### config.mk
export PLATFORM = sky130hd
export DESIGN_NAME = nf10_axil_reg_master_flat
export DESIGN_NICKNAME = d
export VERILOG_FILES = /design/src/rtl/nf10_axil_reg_master_if.sv /design/src/rtl/nf10_axil_reg_master.sv /design/src/flat_wrapper.sv
export SDC_FILE = /design/constraint.sdc
export NUM_CORES = 1
export LEC_CHECK = 0
export ABC_CLOCK_PERIOD_IN_PS = 1890
export CORE_MARGIN = 3
export CORE_UTILIZATION = 40
export DETAILED_ROUTE_END_ITERATION = 6
export GPL_ROUTABILITY_DRIVEN = 1
export GPL_TIMING_DRIVEN = 1
export MAX_ROUTING_LAYER = met4
export PLACE_DENSITY = 0.78
export SKIP_LAST_GASP = 1
export SLEW_MARGIN = 20
export SYNTH_ARGS = -nofsm -noshare
export SYNTH_HDL_FRONTEND = slang
export SYNTH_SLANG_ARGS = --single-unit
export TNS_END_PERCENT = 20
### constraint.sdc
create_clock -name aclk -period 1.89 [get_ports aclk]
set_input_delay 0.378 -clock aclk [delete_from_list [all_inputs] [get_ports aclk]]
set_output_delay 0.378 -clock aclk [all_outputs]
set_load 0.01 [all_outputs]
### src/rtl/nf10_axil_reg_master_if.sv
// AXI4-Lite register-port bundle between the register master and a peripheral's S_AXI port.
interface nf10_axil_reg_master_if #(
    parameter int C_ADDR_WIDTH = 32,
    parameter int C_DATA_WIDTH = 32
);
    logic [C_ADDR_WIDTH-1:0]   AWADDR;
    logic                      AWVALID;
    logic                      AWREADY;
    logic [C_DATA_WIDTH-1:0]   WDATA;
    logic [C_DATA_WIDTH/8-1:0] WSTRB;
    logic                      WVALID;
    logic                      WREADY;
    logic [1:0]                BRESP;
    logic                      BVALID;
    logic                      BREADY;
    logic [C_ADDR_WIDTH-1:0]   ARADDR;
    logic                      ARVALID;
    logic                      ARREADY;
    logic [C_DATA_WIDTH-1:0]   RDATA;
    logic [1:0]                RRESP;
    logic                      RVALID;
    logic                      RREADY;

    modport master (
        output AWADDR, AWVALID, input AWREADY,
        output WDATA, WSTRB, WVALID, input WREADY,
        input  BRESP, BVALID, output BREADY,
        output ARADDR, ARVALID, input ARREADY,
        input  RDATA, RRESP, RVALID, output RREADY
    );

    modport slave (
        input  AWADDR, AWVALID, output AWREADY,
        input  WDATA, WSTRB, WVALID, output WREADY,
        output BRESP, BVALID, input BREADY,
        input  ARADDR, ARVALID, output ARREADY,
        output RDATA, RRESP, RVALID, input RREADY
    );
endinterface

### src/rtl/nf10_axil_reg_master.sv
// Single-outstanding AXI4-Lite register master: one command in, one AXI transaction out,
// with a response timeout and saturating completion/error counters.
module nf10_axil_reg_master #(
    parameter int C_TIMEOUT_CYCLES = 1024,
    parameter int C_ADDR_WIDTH     = 32,
    parameter int C_DATA_WIDTH     = 32
) (
    input  logic                      aclk,
    input  logic                      areset,
    input  logic                      cmd_valid,
    output logic                      cmd_ready,
    input  logic                      cmd_rnw,
    input  logic [C_ADDR_WIDTH-1:0]   cmd_addr,
    input  logic [C_DATA_WIDTH-1:0]   cmd_wdata,
    input  logic [C_DATA_WIDTH/8-1:0] cmd_wstrb,
    output logic                      rsp_valid,
    input  logic                      rsp_ready,
    output logic [C_DATA_WIDTH-1:0]   rsp_rdata,
    output logic [1:0]                rsp_resp,
    output logic                      rsp_timeout,
    output logic [15:0]               wr_count,
    output logic [15:0]               rd_count,
    output logic [15:0]               err_count,
    nf10_axil_reg_master_if.master    m_axi
);

    typedef enum logic [2:0] {
        S_IDLE,
        S_WR_ADDR_DATA,
        S_WR_RESP,
        S_RD_ADDR,
        S_RD_DATA,
        S_RSP
    } state_t;

    localparam logic [15:0] TMO_LAST = 16'(C_TIMEOUT_CYCLES - 1);
    localparam logic [1:0]  RESP_OKAY   = 2'b00;
    localparam logic [1:0]  RESP_SLVERR = 2'b10;

    state_t                    state_q, state_d;
    logic [C_ADDR_WIDTH-1:0]   addr_q, addr_d;
    logic [C_DATA_WIDTH-1:0]   wdata_q, wdata_d;
    logic [C_DATA_WIDTH/8-1:0] wstrb_q, wstrb_d;
    logic                      rnw_q, rnw_d;
    logic                      awvalid_q, awvalid_d;
    logic                      wvalid_q, wvalid_d;
    logic                      arvalid_q, arvalid_d;
    logic                      bready_q, bready_d;
    logic                      rready_q, rready_d;
    logic                      cmd_ready_q, cmd_ready_d;
    logic                      rsp_valid_q, rsp_valid_d;
    logic [C_DATA_WIDTH-1:0]   rsp_rdata_q, rsp_rdata_d;
    logic [1:0]                rsp_resp_q, rsp_resp_d;
    logic                      rsp_timeout_q, rsp_timeout_d;
    logic [15:0]               tmo_q, tmo_d;
    logic [15:0]               wr_cnt_q, wr_cnt_d;
    logic [15:0]               rd_cnt_q, rd_cnt_d;
    logic [15:0]               err_cnt_q, err_cnt_d;

    logic cmd_hs, rsp_hs, aw_hs, w_hs, b_hs, ar_hs, r_hs;
    logic expired, abort, aw_left, w_left;

    assign cmd_hs  = cmd_ready_q & cmd_valid;
    assign rsp_hs  = rsp_valid_q & rsp_ready;
    assign aw_hs   = awvalid_q & m_axi.AWREADY;
    assign w_hs    = wvalid_q & m_axi.WREADY;
    assign b_hs    = bready_q & m_axi.BVALID;
    assign ar_hs   = arvalid_q & m_axi.ARREADY;
    assign r_hs    = rready_q & m_axi.RVALID;
    assign expired = (tmo_q == TMO_LAST);
    assign aw_left = awvalid_q & ~aw_hs;
    assign w_left  = wvalid_q & ~w_hs;

    function automatic logic [15:0] sat_inc(input logic [15:0] v);
        return (v == '1) ? v : v + 16'd1;
    endfunction

    always_comb begin
        state_d       = state_q;
        addr_d        = addr_q;
        wdata_d       = wdata_q;
        wstrb_d       = wstrb_q;
        rnw_d         = rnw_q;
        awvalid_d     = awvalid_q;
        wvalid_d      = wvalid_q;
        arvalid_d     = arvalid_q;
        bready_d      = bready_q;
        rready_d      = rready_q;
        cmd_ready_d   = cmd_ready_q;
        rsp_valid_d   = rsp_valid_q;
        rsp_rdata_d   = rsp_rdata_q;
        rsp_resp_d    = rsp_resp_q;
        rsp_timeout_d = rsp_timeout_q;
        tmo_d         = tmo_q;
        wr_cnt_d      = wr_cnt_q;
        rd_cnt_d      = rd_cnt_q;
        err_cnt_d     = err_cnt_q;
        abort         = 1'b0;

        if (state_q inside {S_WR_ADDR_DATA, S_WR_RESP, S_RD_ADDR, S_RD_DATA}) begin
            tmo_d = tmo_q + 16'd1;
        end

        case (state_q)
            S_IDLE: begin
                // READYs stay high here so late B/R beats from an aborted transaction drain silently.
                cmd_ready_d = 1'b1;
                bready_d    = 1'b1;
                rready_d    = 1'b1;
                if (cmd_hs) begin
                    addr_d      = cmd_addr;
                    wdata_d     = cmd_wdata;
                    wstrb_d     = cmd_wstrb;
                    rnw_d       = cmd_rnw;
                    tmo_d       = '0;
                    cmd_ready_d = 1'b0;
                    bready_d    = 1'b0;
                    rready_d    = 1'b0;
                    if (cmd_rnw) begin
                        arvalid_d = 1'b1;
                        state_d   = S_RD_ADDR;
                    end else begin
                        awvalid_d = 1'b1;
                        wvalid_d  = 1'b1;
                        state_d   = S_WR_ADDR_DATA;
                    end
                end
            end
            S_WR_ADDR_DATA: begin
                awvalid_d = aw_left;
                wvalid_d  = w_left;
                if (!aw_left && !w_left) begin
                    bready_d = 1'b1;
                    state_d  = S_WR_RESP;
                end else if (expired) begin
                    abort = 1'b1;
                end
            end
            S_WR_RESP: begin
                if (b_hs) begin
                    bready_d      = 1'b0;
                    rsp_valid_d   = 1'b1;
                    rsp_resp_d    = m_axi.BRESP;
                    rsp_rdata_d   = '0;
                    rsp_timeout_d = 1'b0;
                    state_d       = S_RSP;
                end else if (expired) begin
                    abort = 1'b1;
                end
            end
            S_RD_ADDR: begin
                if (ar_hs) begin
                    arvalid_d = 1'b0;
                    rready_d  = 1'b1;
                    state_d   = S_RD_DATA;
                end else if (expired) begin
                    abort = 1'b1;
                end
            end
            S_RD_DATA: begin
                if (r_hs) begin
                    rready_d      = 1'b0;
                    rsp_valid_d   = 1'b1;
                    rsp_resp_d    = m_axi.RRESP;
                    rsp_rdata_d   = m_axi.RDATA;
                    rsp_timeout_d = 1'b0;
                    state_d       = S_RSP;
                end else if (expired) begin
                    abort = 1'b1;
                end
            end
            S_RSP: begin
                if (rsp_hs) begin
                    rsp_valid_d   = 1'b0;
                    rsp_rdata_d   = '0;
                    rsp_resp_d    = '0;
                    rsp_timeout_d = 1'b0;
                    cmd_ready_d   = 1'b1;
                    bready_d      = 1'b1;
                    rready_d      = 1'b1;
                    state_d       = S_IDLE;
                    if (rsp_resp_q == RESP_OKAY && !rsp_timeout_q) begin
                        if (rnw_q) begin
                            rd_cnt_d = sat_inc(rd_cnt_q);
                        end else begin
                            wr_cnt_d = sat_inc(wr_cnt_q);
                        end
                    end else begin
                        err_cnt_d = sat_inc(err_cnt_q);
                    end
                end
            end
            default: begin
                state_d = S_IDLE;
            end
        endcase

        // Abort withdraws any pending VALID without waiting for its handshake.
        if (abort) begin
            awvalid_d     = 1'b0;
            wvalid_d      = 1'b0;
            arvalid_d     = 1'b0;
            bready_d      = 1'b0;
            rready_d      = 1'b0;
            rsp_valid_d   = 1'b1;
            rsp_timeout_d = 1'b1;
            rsp_resp_d    = RESP_SLVERR;
            rsp_rdata_d   = '0;
            state_d       = S_RSP;
        end
    end

    always_ff @(posedge aclk) begin
        if (areset) begin
            state_q       <= S_IDLE;
            addr_q        <= '0;
            wdata_q       <= '0;
            wstrb_q       <= '0;
            rnw_q         <= 1'b0;
            awvalid_q     <= 1'b0;
            wvalid_q      <= 1'b0;
            arvalid_q     <= 1'b0;
            bready_q      <= 1'b0;
            rready_q      <= 1'b0;
            cmd_ready_q   <= 1'b0;
            rsp_valid_q   <= 1'b0;
            rsp_rdata_q   <= '0;
            rsp_resp_q    <= '0;
            rsp_timeout_q <= 1'b0;
            tmo_q         <= '0;
            wr_cnt_q      <= '0;
            rd_cnt_q      <= '0;
            err_cnt_q     <= '0;
        end else begin
            state_q       <= state_d;
            addr_q        <= addr_d;
            wdata_q       <= wdata_d;
            wstrb_q       <= wstrb_d;
            rnw_q         <= rnw_d;
            awvalid_q     <= awvalid_d;
            wvalid_q      <= wvalid_d;
            arvalid_q     <= arvalid_d;
            bready_q      <= bready_d;
            rready_q      <= rready_d;
            cmd_ready_q   <= cmd_ready_d;
            rsp_valid_q   <= rsp_valid_d;
            rsp_rdata_q   <= rsp_rdata_d;
            rsp_resp_q    <= rsp_resp_d;
            rsp_timeout_q <= rsp_timeout_d;
            tmo_q         <= tmo_d;
            wr_cnt_q      <= wr_cnt_d;
            rd_cnt_q      <= rd_cnt_d;
            err_cnt_q     <= err_cnt_d;
        end
    end

    assign cmd_ready     = cmd_ready_q;
    assign rsp_valid     = rsp_valid_q;
    assign rsp_rdata     = rsp_rdata_q;
    assign rsp_resp      = rsp_resp_q;
    assign rsp_timeout   = rsp_timeout_q;
    assign wr_count      = wr_cnt_q;
    assign rd_count      = rd_cnt_q;
    assign err_count     = err_cnt_q;

    assign m_axi.AWADDR  = addr_q;
    assign m_axi.AWVALID = awvalid_q;
    assign m_axi.WDATA   = wdata_q;
    assign m_axi.WSTRB   = wstrb_q;
    assign m_axi.WVALID  = wvalid_q;
    assign m_axi.BREADY  = bready_q;
    assign m_axi.ARADDR  = addr_q;
    assign m_axi.ARVALID = arvalid_q;
    assign m_axi.RREADY  = rready_q;

endmodule

### src/flat_wrapper.sv
// flat-port wrapper written by rule: the top's interface ports become plain ports
module nf10_axil_reg_master_flat 
#(
    parameter int C_TIMEOUT_CYCLES = 1024,
    parameter int C_ADDR_WIDTH     = 32,
    parameter int C_DATA_WIDTH     = 32
)
  (aclk, areset, cmd_valid, cmd_ready, cmd_rnw, cmd_addr, cmd_wdata, cmd_wstrb, rsp_valid, rsp_ready, rsp_rdata, rsp_resp, rsp_timeout, wr_count, rd_count, err_count, m_axi_AWADDR, m_axi_AWVALID, m_axi_AWREADY, m_axi_WDATA, m_axi_WSTRB, m_axi_WVALID, m_axi_WREADY, m_axi_BRESP, m_axi_BVALID, m_axi_BREADY, m_axi_ARADDR, m_axi_ARVALID, m_axi_ARREADY, m_axi_RDATA, m_axi_RRESP, m_axi_RVALID, m_axi_RREADY);
  nf10_axil_reg_master_if #(.C_ADDR_WIDTH(C_ADDR_WIDTH), .C_DATA_WIDTH(C_DATA_WIDTH)) m_axi_i ();
  input  logic aclk;
  input  logic areset;
  input  logic cmd_valid;
  output logic cmd_ready;
  input  logic cmd_rnw;
  input  logic [C_ADDR_WIDTH-1:0] cmd_addr;
  input  logic [C_DATA_WIDTH-1:0] cmd_wdata;
  input  logic [C_DATA_WIDTH/8-1:0] cmd_wstrb;
  output logic rsp_valid;
  input  logic rsp_ready;
  output logic [C_DATA_WIDTH-1:0] rsp_rdata;
  output logic [1:0] rsp_resp;
  output logic rsp_timeout;
  output logic [15:0] wr_count;
  output logic [15:0] rd_count;
  output logic [15:0] err_count;
  output wire logic [$bits(m_axi_i.AWADDR)-1:0] m_axi_AWADDR;
  output wire logic [$bits(m_axi_i.AWVALID)-1:0] m_axi_AWVALID;
  input wire logic [$bits(m_axi_i.AWREADY)-1:0] m_axi_AWREADY;
  output wire logic [$bits(m_axi_i.WDATA)-1:0] m_axi_WDATA;
  output wire logic [$bits(m_axi_i.WSTRB)-1:0] m_axi_WSTRB;
  output wire logic [$bits(m_axi_i.WVALID)-1:0] m_axi_WVALID;
  input wire logic [$bits(m_axi_i.WREADY)-1:0] m_axi_WREADY;
  input wire logic [$bits(m_axi_i.BRESP)-1:0] m_axi_BRESP;
  input wire logic [$bits(m_axi_i.BVALID)-1:0] m_axi_BVALID;
  output wire logic [$bits(m_axi_i.BREADY)-1:0] m_axi_BREADY;
  output wire logic [$bits(m_axi_i.ARADDR)-1:0] m_axi_ARADDR;
  output wire logic [$bits(m_axi_i.ARVALID)-1:0] m_axi_ARVALID;
  input wire logic [$bits(m_axi_i.ARREADY)-1:0] m_axi_ARREADY;
  input wire logic [$bits(m_axi_i.RDATA)-1:0] m_axi_RDATA;
  input wire logic [$bits(m_axi_i.RRESP)-1:0] m_axi_RRESP;
  input wire logic [$bits(m_axi_i.RVALID)-1:0] m_axi_RVALID;
  output wire logic [$bits(m_axi_i.RREADY)-1:0] m_axi_RREADY;
  assign m_axi_AWADDR = m_axi_i.AWADDR;
  assign m_axi_AWVALID = m_axi_i.AWVALID;
  assign m_axi_i.AWREADY = m_axi_AWREADY;
  assign m_axi_WDATA = m_axi_i.WDATA;
  assign m_axi_WSTRB = m_axi_i.WSTRB;
  assign m_axi_WVALID = m_axi_i.WVALID;
  assign m_axi_i.WREADY = m_axi_WREADY;
  assign m_axi_i.BRESP = m_axi_BRESP;
  assign m_axi_i.BVALID = m_axi_BVALID;
  assign m_axi_BREADY = m_axi_i.BREADY;
  assign m_axi_ARADDR = m_axi_i.ARADDR;
  assign m_axi_ARVALID = m_axi_i.ARVALID;
  assign m_axi_i.ARREADY = m_axi_ARREADY;
  assign m_axi_i.RDATA = m_axi_RDATA;
  assign m_axi_i.RRESP = m_axi_RRESP;
  assign m_axi_i.RVALID = m_axi_RVALID;
  assign m_axi_RREADY = m_axi_i.RREADY;
  nf10_axil_reg_master #(.C_TIMEOUT_CYCLES(C_TIMEOUT_CYCLES), .C_ADDR_WIDTH(C_ADDR_WIDTH), .C_DATA_WIDTH(C_DATA_WIDTH)) u_core (.aclk(aclk), .areset(areset), .cmd_valid(cmd_valid), .cmd_ready(cmd_ready), .cmd_rnw(cmd_rnw), .cmd_addr(cmd_addr), .cmd_wdata(cmd_wdata), .cmd_wstrb(cmd_wstrb), .rsp_valid(rsp_valid), .rsp_ready(rsp_ready), .rsp_rdata(rsp_rdata), .rsp_resp(rsp_resp), .rsp_timeout(rsp_timeout), .wr_count(wr_count), .rd_count(rd_count), .err_count(err_count), .m_axi(m_axi_i));
endmodule
Yosys cells after proc, flatten, opt, wreduce, memory -nomap -nowiden
Cells that the tools add are included.
Storage, ports and cells
  memory bits (read-only): 0
  word-level logic and storage cells: 144
  bits in latches: 0
  memories kept: 0
  bits of input ports: 114
  RAM bits: 0
  output and inout bits: 190
  register bits: 178
Operators by class
  add/sub/neg operators: 4
  muxes and demuxes: 51
  shift operators: 0
  div/mod/pow operators: 0
  equal/unequal tests: 23
  $mul: 0
  bitwise logic cells: 16
  magnitude comparators: 0
  reduce and logical (&&, ||, !) cells: 29
Operator list (count)
  $mux 32: 3
  $pmux 32 s3: 1
  $add 16x1->16 const B: 4
  $eq 16x16->1 const B: 3
  $mux 16: 3
  $reduce_and 4->1: 6
  $mux 1: 21
  $mux 3: 7
  $pmux 3 s6: 1
  $eq 16x10->1 const B: 1
  $reduce_bool 4->1: 4
  $ne 3x1->1 const B: 5
  $pmux 1 s4: 3
  $reduce_and 6->1: 2
  $mux 2: 5
  $ne 2x1->1 const B: 5
  $reduce_and 5->1: 2
  $and 1x1->1: 9
  $pmux 1 s2: 4
  $not 1->1: 7
  $eq 3x2->1 const B: 2
  $eq 3x3->1 const B: 2
  $ne 2x2->1 const B: 3
  $pmux 1 s3: 2
  12 further kinds: 18

Longest topological paths before layout
Gate-level depths: netlist of the first run.
  depth after elaboration: 9
  mapped depth: 9
  depth with buffers taken out: 6

Worst setup path before layout of the first run
No wires, ideal clock.
  path kind: flip-flop to flip-flop
  from: reg u_core.rsp_resp_q[0] (netlist: u_core.rsp_resp[0])
  to: reg u_core.wr_cnt_q[15] (netlist: u_core.wr_count[15])
  data arrival time: 1.956 ns
  slack: -0.198 ns
  library setup time: 0.133 ns
  data required time: 1.757 ns
  path buffers: 1
  cell stages (with the launch flop): 7
  path through: dfxtp_1 or3_1 or4_1 buf_2 or4_4 nor3_2 a211oi_2
On the way
  longest elaborated chain between the ends: 3
RTL lines
  start, declared: line nf10_axil_reg_master.sv:53  | logic [1:0] rsp_resp_q, rsp_resp_d;
  start signal, assigned: line nf10_axil_reg_master.sv:248  | rsp_resp_q <= rsp_resp_d;
  $logic_not 2->1: line nf10_axil_reg_master.sv:182  | if (rsp_resp_q == RESP_OKAY && !rsp_timeout_q) begin
  $logic_and 1x1->1: line nf10_axil_reg_master.sv:182
  $reduce_and 5->1 (no line)
  end signal, assigned: line nf10_axil_reg_master.sv:251  | wr_cnt_q <= wr_cnt_d;
  end, declared: line nf10_axil_reg_master.sv:56  | logic [15:0] wr_cnt_q, wr_cnt_d;
No other way between the ends.
A chain may end at the register's enable or synchronous reset.

Worst setup path in the final report of the first run
  from: reg u_core.tmo_q[1]
  to: reg u_core.state_q[0]
On the way
  longest elaborated chain between the ends: 6
RTL lines
  start, declared: line nf10_axil_reg_master.sv:55  | logic [15:0] tmo_q, tmo_d;
  start signal, assigned: line nf10_axil_reg_master.sv:250  | tmo_q <= tmo_d;
  $eq 16x10->1 (*): line nf10_axil_reg_master.sv:70  | assign expired = (tmo_q == TMO_LAST);
  $mux 1 (*)
  $mux 1 (on tied branches)
  $pmux 1 s4 (*): line nf10_axil_reg_master.sv:104  | case (state_q)
  $ne 3x1->1 (no line) or $ne 3x2->1 (tied branches)
  $reduce_and 6->1 (no line)
  end signal, assigned: line nf10_axil_reg_master.sv:235  | state_q <= state_d;
  end, declared: line nf10_axil_reg_master.sv:40  | state_t state_q, state_d;
Every way passes the cells marked *; elsewhere a longest branch is shown, timed or not.

==> results.cfg, run 1 <==
[critical_path]
crit_arrival_ps = 2370
critical_path_class = register to register
start_kind = register
required_ps = 2200
regToRegSetupSlack_ps = -170
critPathMaxFanout = 3
cp-end-kind = register

[clock_tree]
cts_sinks = 178
cts_hold_buf = 0
root_buffer = clkbuf_16
cts_made_buffers = 17
cts.path.max_buffers = 2
clock_latency_ps = 420
htree_levels = 4
cts_tree = yes
path_clk_slew_ps = 70

[placed_design]
place_congestion = 0.938
port-buffer-count = 303
dpl.hpwl_um = 17500
dp_slack_ps = -567

[route]
first_pass_iters = 5
drtIter0Drc = 400
wirelength_um = 24400
wl_per_cell_um = 16.0
viasPerCell = 5.17
ant_nets = 0
top_layer = met4
drcViolationCount = 0
via_count = 7862
wl_met2_um = 12100
routed-wl-met3_um = 1770
wl_met1_um = 10200

[floorplan]
die_h_um = 144
initial_core_util = 0.416
die-area_um2 = 20800
core_um2 = 18400
num_rows = 49
die_w_um = 144
io_pins = 304

[synth]
yosysUniqueCellTypes = 51
ys.flop_type = dfxtp_1
yosys_warnings = 0
synth_mux_area_frac = 0.00409
synth_compound_area_frac = 0.113
yosys.area_share.adder = 0.00654
syn_inst = 950
avgSynthCellArea_um2 = 8.05
synth_xor_area_frac = 0.0607
synth-edff-count = 0
syn_nets = 1068
ys_seq_area_frac = 0.466
ys_seq_elements = 178
asyncSetResetFlopFracSynth = 0
syn_area_um2 = 7650
synth_top_family_by_area = simple AND/OR/NAND/NOR gates
yosys.area_share.simple = 0.286

[global_routing]
grt_pass1_wl_um = 36800
antenna_found_initial = 0
grt_use_total = 0.225
grt_max_degree = 76
gr-total-overflow = 0
grt_pass1_vias = 7289

[sta]
finalHoldViolations = 0
timing.final.crit_share = 1.09
fmax_mhz = 486
setup_ws_ps = -169
fin_skew_ps = 10.7
max_slew.worst_pin.slew_ps = 401
setup_viol = 58
grt_setup_unrepaired = yes
slew_viol_final = 0
fin_crit_ps = 2060
relSlewSlack = 0.726

[pwr]
peakVddDrop_mv = 0.587
leakage_nw = 4.21
powerDensity_nw_per_um2 = 821

[worst_hold_path]
hold_path_class = input pin to register

[finish]
nets = 1397
utilization = 0.664
drive_above_1_share = 0.143
diodes = 0
area_delta_synth_final_pct = 59.7

[flow_run]
max_cap_violations = 0

[status]
violations = setup timing
status = finished with violations
[cells by family (layout without fill, tap and decap cells)]
kind of cell,after synthesis,in the layout
AOI/OAI and AO/OA,159,159
xor gates and xnor gates,53,53
adders and majority gates,4,4
buffers and inverters,96,437
DFF,178,178
muxes,3,3
and+or+nand+nor,457,457
[layer usage]
layer | GRT usage | vias to the layer above
li1 | - | 3877
met1 | 0.290 | 3656
met2 | 0.354 | 308
met3 | 0.0483 | 21
met4 | 0.0692 | 0
met5 | - | -
[per-stage QoR]
step	setup TNS, ps	area (µm²)	std cells	hold slack [ps]	power, mW
2_1_floorplan	-1480	7670	950	467	5.25
3_3_place_gp	-20080	11300	1484	437	6.42
3_5_place_dp	-23370	11300	1484	442	6.45
4_1_cts	-5790	11900	1515	277	10.1
5_1_grt	-10360	12200	1520	294	10.5
6_report	-5100	12200	1520	304	10.0
[critical path, cell delays in order (launching register included)]
cell and delay (ps):
dfxtp_2 350, ha_4 140, or4b_4 470, nor4_4 260, buf_4 170, buf_6 90
mux2i_1 170, mux2i_1 90, a41o_1 200
[synthesized netlist by cell type, types with 2 or more instances]
| cell | count | area share |
|---|---|---|
| nand2_1 | 208 | 0.10 |
| dfxtp_1 | 178 | 0.47 |
| a21oi_1 | 119 | 0.078 |
| nor2_1 | 75 | 0.037 |
| nand3_1 | 50 | 0.033 |
| clkbuf_1 | 47 | 0.023 |
| xnor2_1 | 40 | 0.046 |
| buf_4 | 33 | 0.032 |
| nand4_1 | 23 | 0.019 |
| nor4_1 | 20 | 0.016 |
| nor3_1 | 17 | 0.011 |
| o21ai_0 | 17 | 0.011 |
| xor2_1 | 13 | 0.015 |
| and4_1 | 10 | 0.011 |
| inv_1 | 9 | 0.0044 |
| nor2b_1 | 9 | 0.0074 |
| or3_1 | 7 | 0.0057 |
| or2_2 | 6 | 0.0049 |
| buf_2 | 5 | 0.0033 |
| a211oi_1 | 4 | 0.0039 |
| and3_1 | 4 | 0.0033 |
| ha_1 | 4 | 0.0065 |
| nor3b_1 | 4 | 0.0039 |
| nor4_2 | 4 | 0.0065 |
| nor4b_1 | 4 | 0.0046 |
| a31oi_1 | 3 | 0.0025 |
| nand2b_1 | 3 | 0.0025 |
| o211ai_1 | 3 | 0.0029 |
| o21a_1 | 3 | 0.0029 |
| a221oi_1 | 2 | 0.0023 |
| buf_1 | 2 | 0.00098 |
| mux2i_1 | 2 | 0.0026 |
| nor4b_2 | 2 | 0.0039 |
| o22ai_1 | 2 | 0.0016 |
| or4b_1 | 2 | 0.0026 |
[flip-flops by register name, summed over array words and instances, names as in the netlist, 2 cells and up]
signal / count
u_core.m_axi.WDATA: 32
u_core.err_count: 16
u_core.tmo_q: 16
u_core.rd_count: 16
u_core.m_axi.WSTRB: 4
u_core.state_q: 3
u_core.m_axi.ARADDR: 32
u_core.rsp_rdata: 32
u_core.rsp_resp: 2
u_core.wr_count: 16
[power breakdown]
part | leakage [nW] | internal, mW | switching [mW]
Combinational | 2.48 | 1.18 | 1.05
Sequential | 1.44 | 3.99 | 0.184
Clock | 0.287 | 2.13 | 1.49
Total | 4.21 | 7.30 | 2.73
[layout by cell type (no fill, tap or decap), drive strengths merged, types with 12 or more instances in the layout]
cell type	count
nand4	23
o21ai	17
xor2	13
nor3	18
clkbuf	22
buf	93
clkdlybuf4s50	301
nor4	24
dfxtp	178
xnor2	40
a21oi	119
nand3	51
nand2	208
inv	12
nor2	75
[final timing paths]
check | startpoint | to | cells past startpoint
max | u_core.tmo_q[1]$_SDFF_PP0_ | u_core.state_q[0]$_SDFFE_PP0P_ | 8
max reg2reg | u_core.tmo_q[1]$_SDFF_PP0_ | u_core.state_q[0]$_SDFFE_PP0P_ | 8
min reg2reg | u_core.rsp_rdata[28]$_SDFFE_PP0P_ | u_core.rsp_rdata[28]$_SDFFE_PP0P_ | 2
min | areset | u_core.err_count[12]$_SDFFE_PP0P_ | 2
[final cells by class]
cell class / instances / area, µm²
clock inverters: 11 / 154
multi-input cells: 676 / 3810
inverters: 9 / 33.8
fillers: 1499 / 6170
clock buffers: 20 / 447
repair buffers: 397 / 3910
well taps: 229 / 287
flip-flops and latches: 178 / 3570
[what timing repair did]
action,4_1_cts,5_1_grt
cloned,0,3
pin swaps,0,4
gates resized for setup,0,46
setup buffers,0,2
setup endpoints to repair,62,127
(Power assumes the default switching activity.)
==> inputs of run 2 (changes only) <==
--- a/config.mk
+++ b/config.mk
@@ -11,8 +11,10 @@
 export DETAILED_ROUTE_END_ITERATION = 6
 export GPL_ROUTABILITY_DRIVEN = 1
 export GPL_TIMING_DRIVEN = 1
+export HOLD_SLACK_MARGIN = 0.05
 export MAX_ROUTING_LAYER = met4
 export PLACE_DENSITY = 0.78
+export SKIP_CTS_REPAIR_TIMING = 1
 export SKIP_LAST_GASP = 1
 export SLEW_MARGIN = 20
 export SYNTH_ARGS = -nofsm -noshare
==> results.cfg, run 2 (synthesis results as in run 1) <==
[status]
status = finished with violations
violations = setup timing

[clock_tree]
cts_made_buffers = 17
clock_latency_ps = 420
cts_sinks = 178
root_buffer = clkbuf_16
cts.path.max_buffers = 2
cts_tree = yes
htree_levels = 4
path_clk_slew_ps = 70

[route]
viasPerCell = 5.16
drtIter0Drc = 457
ant_nets = 0
drcViolationCount = 0
via_count = 7827
first_pass_iters = 5
wl_per_cell_um = 16.0
wirelength_um = 24300

[floorplan]
die-area_um2 = 20800
die_h_um = 144
io_pins = 304
die_w_um = 144
core_um2 = 18400
num_rows = 49
initial_core_util = 0.416

[global_routing]
grt_use_total = 0.225
grt_max_degree = 76
antenna_found_initial = 0
grt_pass1_vias = 7296
grt_pass1_wl_um = 36800
gr-total-overflow = 0

[finish]
diodes = 0
area_delta_synth_final_pct = 59.3
fillers = 1506
mostFrequentLayoutCell = clkdlybuf4s50_1
drive_above_1_share = 0.138
regArea_um2 = 3570
multi_input_area_um2 = 3790
layout_common_cells = 301 x clkdlybuf4s50_1, 208 x nand2_1, 174 x dfxtp_1, 96 x a21oi_1, 78 x buf_4
nets = 1395

[critical_path]
crit_arrival_ps = 2380
r2r_end = u_core.state_q[0]$_SDFFE_PP0P_
required_ps = 2200
crit_start = u_core.tmo_q[1]$_SDFF_PP0_
cp-end-kind = register
critical_path_class = register to register
critPathMaxFanout = 3
r2r_start = u_core.tmo_q[1]$_SDFF_PP0_
regToRegSetupSlack_ps = -180
reg2reg_depth = 8
start_kind = register
endpoint = u_core.state_q[0]$_SDFFE_PP0P_

[placed_design]
dp_slack_ps = -567
dpl.hpwl_um = 17500
place_congestion = 0.938
port-buffer-count = 303

[pwr]
leakage_nw = 4.21
powerDensity_nw_per_um2 = 824
p_switching_mw = 2.74
p_comb_frac = 0.223
p_seq_frac = 0.416
intPower_mw = 7.30
p_sw_frac = 0.273
power_frac_clock = 0.361
peakVddDrop_mv = 0.586

[sta]
finalHoldViolations = 0
fmax_mhz = 483
slew_viol_final = 0
timing.final.crit_share = 1.10
fin_crit_ps = 2070
setup_ws_ps = -182
grt_setup_unrepaired = yes
relSlewSlack = 0.726
fin_skew_ps = 10.0
setup_viol = 60
max_slew.worst_pin.slew_ps = 401
whs_ps = 303

[flow_run]
max_cap_violations = 0

[worst_hold_path]
min_from = areset
hold_path_class = input pin to register
==> run 2: cell types whose count changed in the layout (fill, tap and decap cells not counted), sizes merged <==
cell  before  now
buf       93   91
==> run 2: per-layer routing <==
metal / GRT usage / vias up / share of wire
met3: 0.0483 / 24 / 0.070
met5: - / - / 0
li1: - / 3865 / -
met1: 0.290 / 3655 / 0.42
met2: 0.355 / 283 / 0.50
met4: 0.0692 / 0 / 0.015
==> run 2: metrics by stage <==
stage	util	cell area [µm²]	std cells	TNS (ps)	power (mW)
3_5_place_dp	0.616	11300	1484	-23370	6.45
2_1_floorplan	-	7670	950	-1480	5.25
6_report	0.662	12200	1518	-3020	10.0
4_1_cts	0.649	11900	1515	-5790	10.1
3_3_place_gp	0.616	11300	1484	-20080	6.42
5_1_grt	0.662	12200	1518	-8040	10.5
==> run 2: power groups by stage <==
stage | registers [mW] | logic, mW | clock network, mW
floorplan | 4.31 | 0.943 | 0
global placement | 4.24 | 2.19 | 0
detailed placement | 4.24 | 2.20 | 0
CTS | 4.16 | 2.22 | 3.71
global route | 4.21 | 2.43 | 3.86
finish | 4.18 | 2.24 | 3.62
==> run 2: how the worst min path moves through the flow <==
stage / endpoint / cells past startpoint / slack, ps
floorplan: u_core.tmo_q[6]$_SDFF_PP0_ / 2 / 470
detailed placement: u_core.rsp_rdata[17]$_SDFFE_PP0P_ / 2 / 440
finish: u_core.err_count[12]$_SDFFE_PP0P_ / 2 / 300
global route: u_core.err_count[6]$_SDFFE_PP0P_ / 2 / 290
global placement: u_core.rsp_rdata[15]$_SDFFE_PP0P_ / 2 / 440
CTS: u_core.err_count[12]$_SDFFE_PP0P_ / 2 / 280
==> run 2: cell type report <==
type,count,share of cell area
tap,229,0.0235
clock inverter,11,0.0126
clock buffer,20,0.0367
sequential,178,0.293
multi-input combinational,676,0.311
timing repair buffer,395,0.320
inverter,9,0.00277
==> run 2: critical path, stage by stage (launching register included) <==
cell and delay [ps]:
dfxtp_2 350, ha_4 140, or4b_4 470, nor4_4 260, buf_4 170, buf_6 100
mux2i_1 180, mux2i_1 90, a41o_1 200
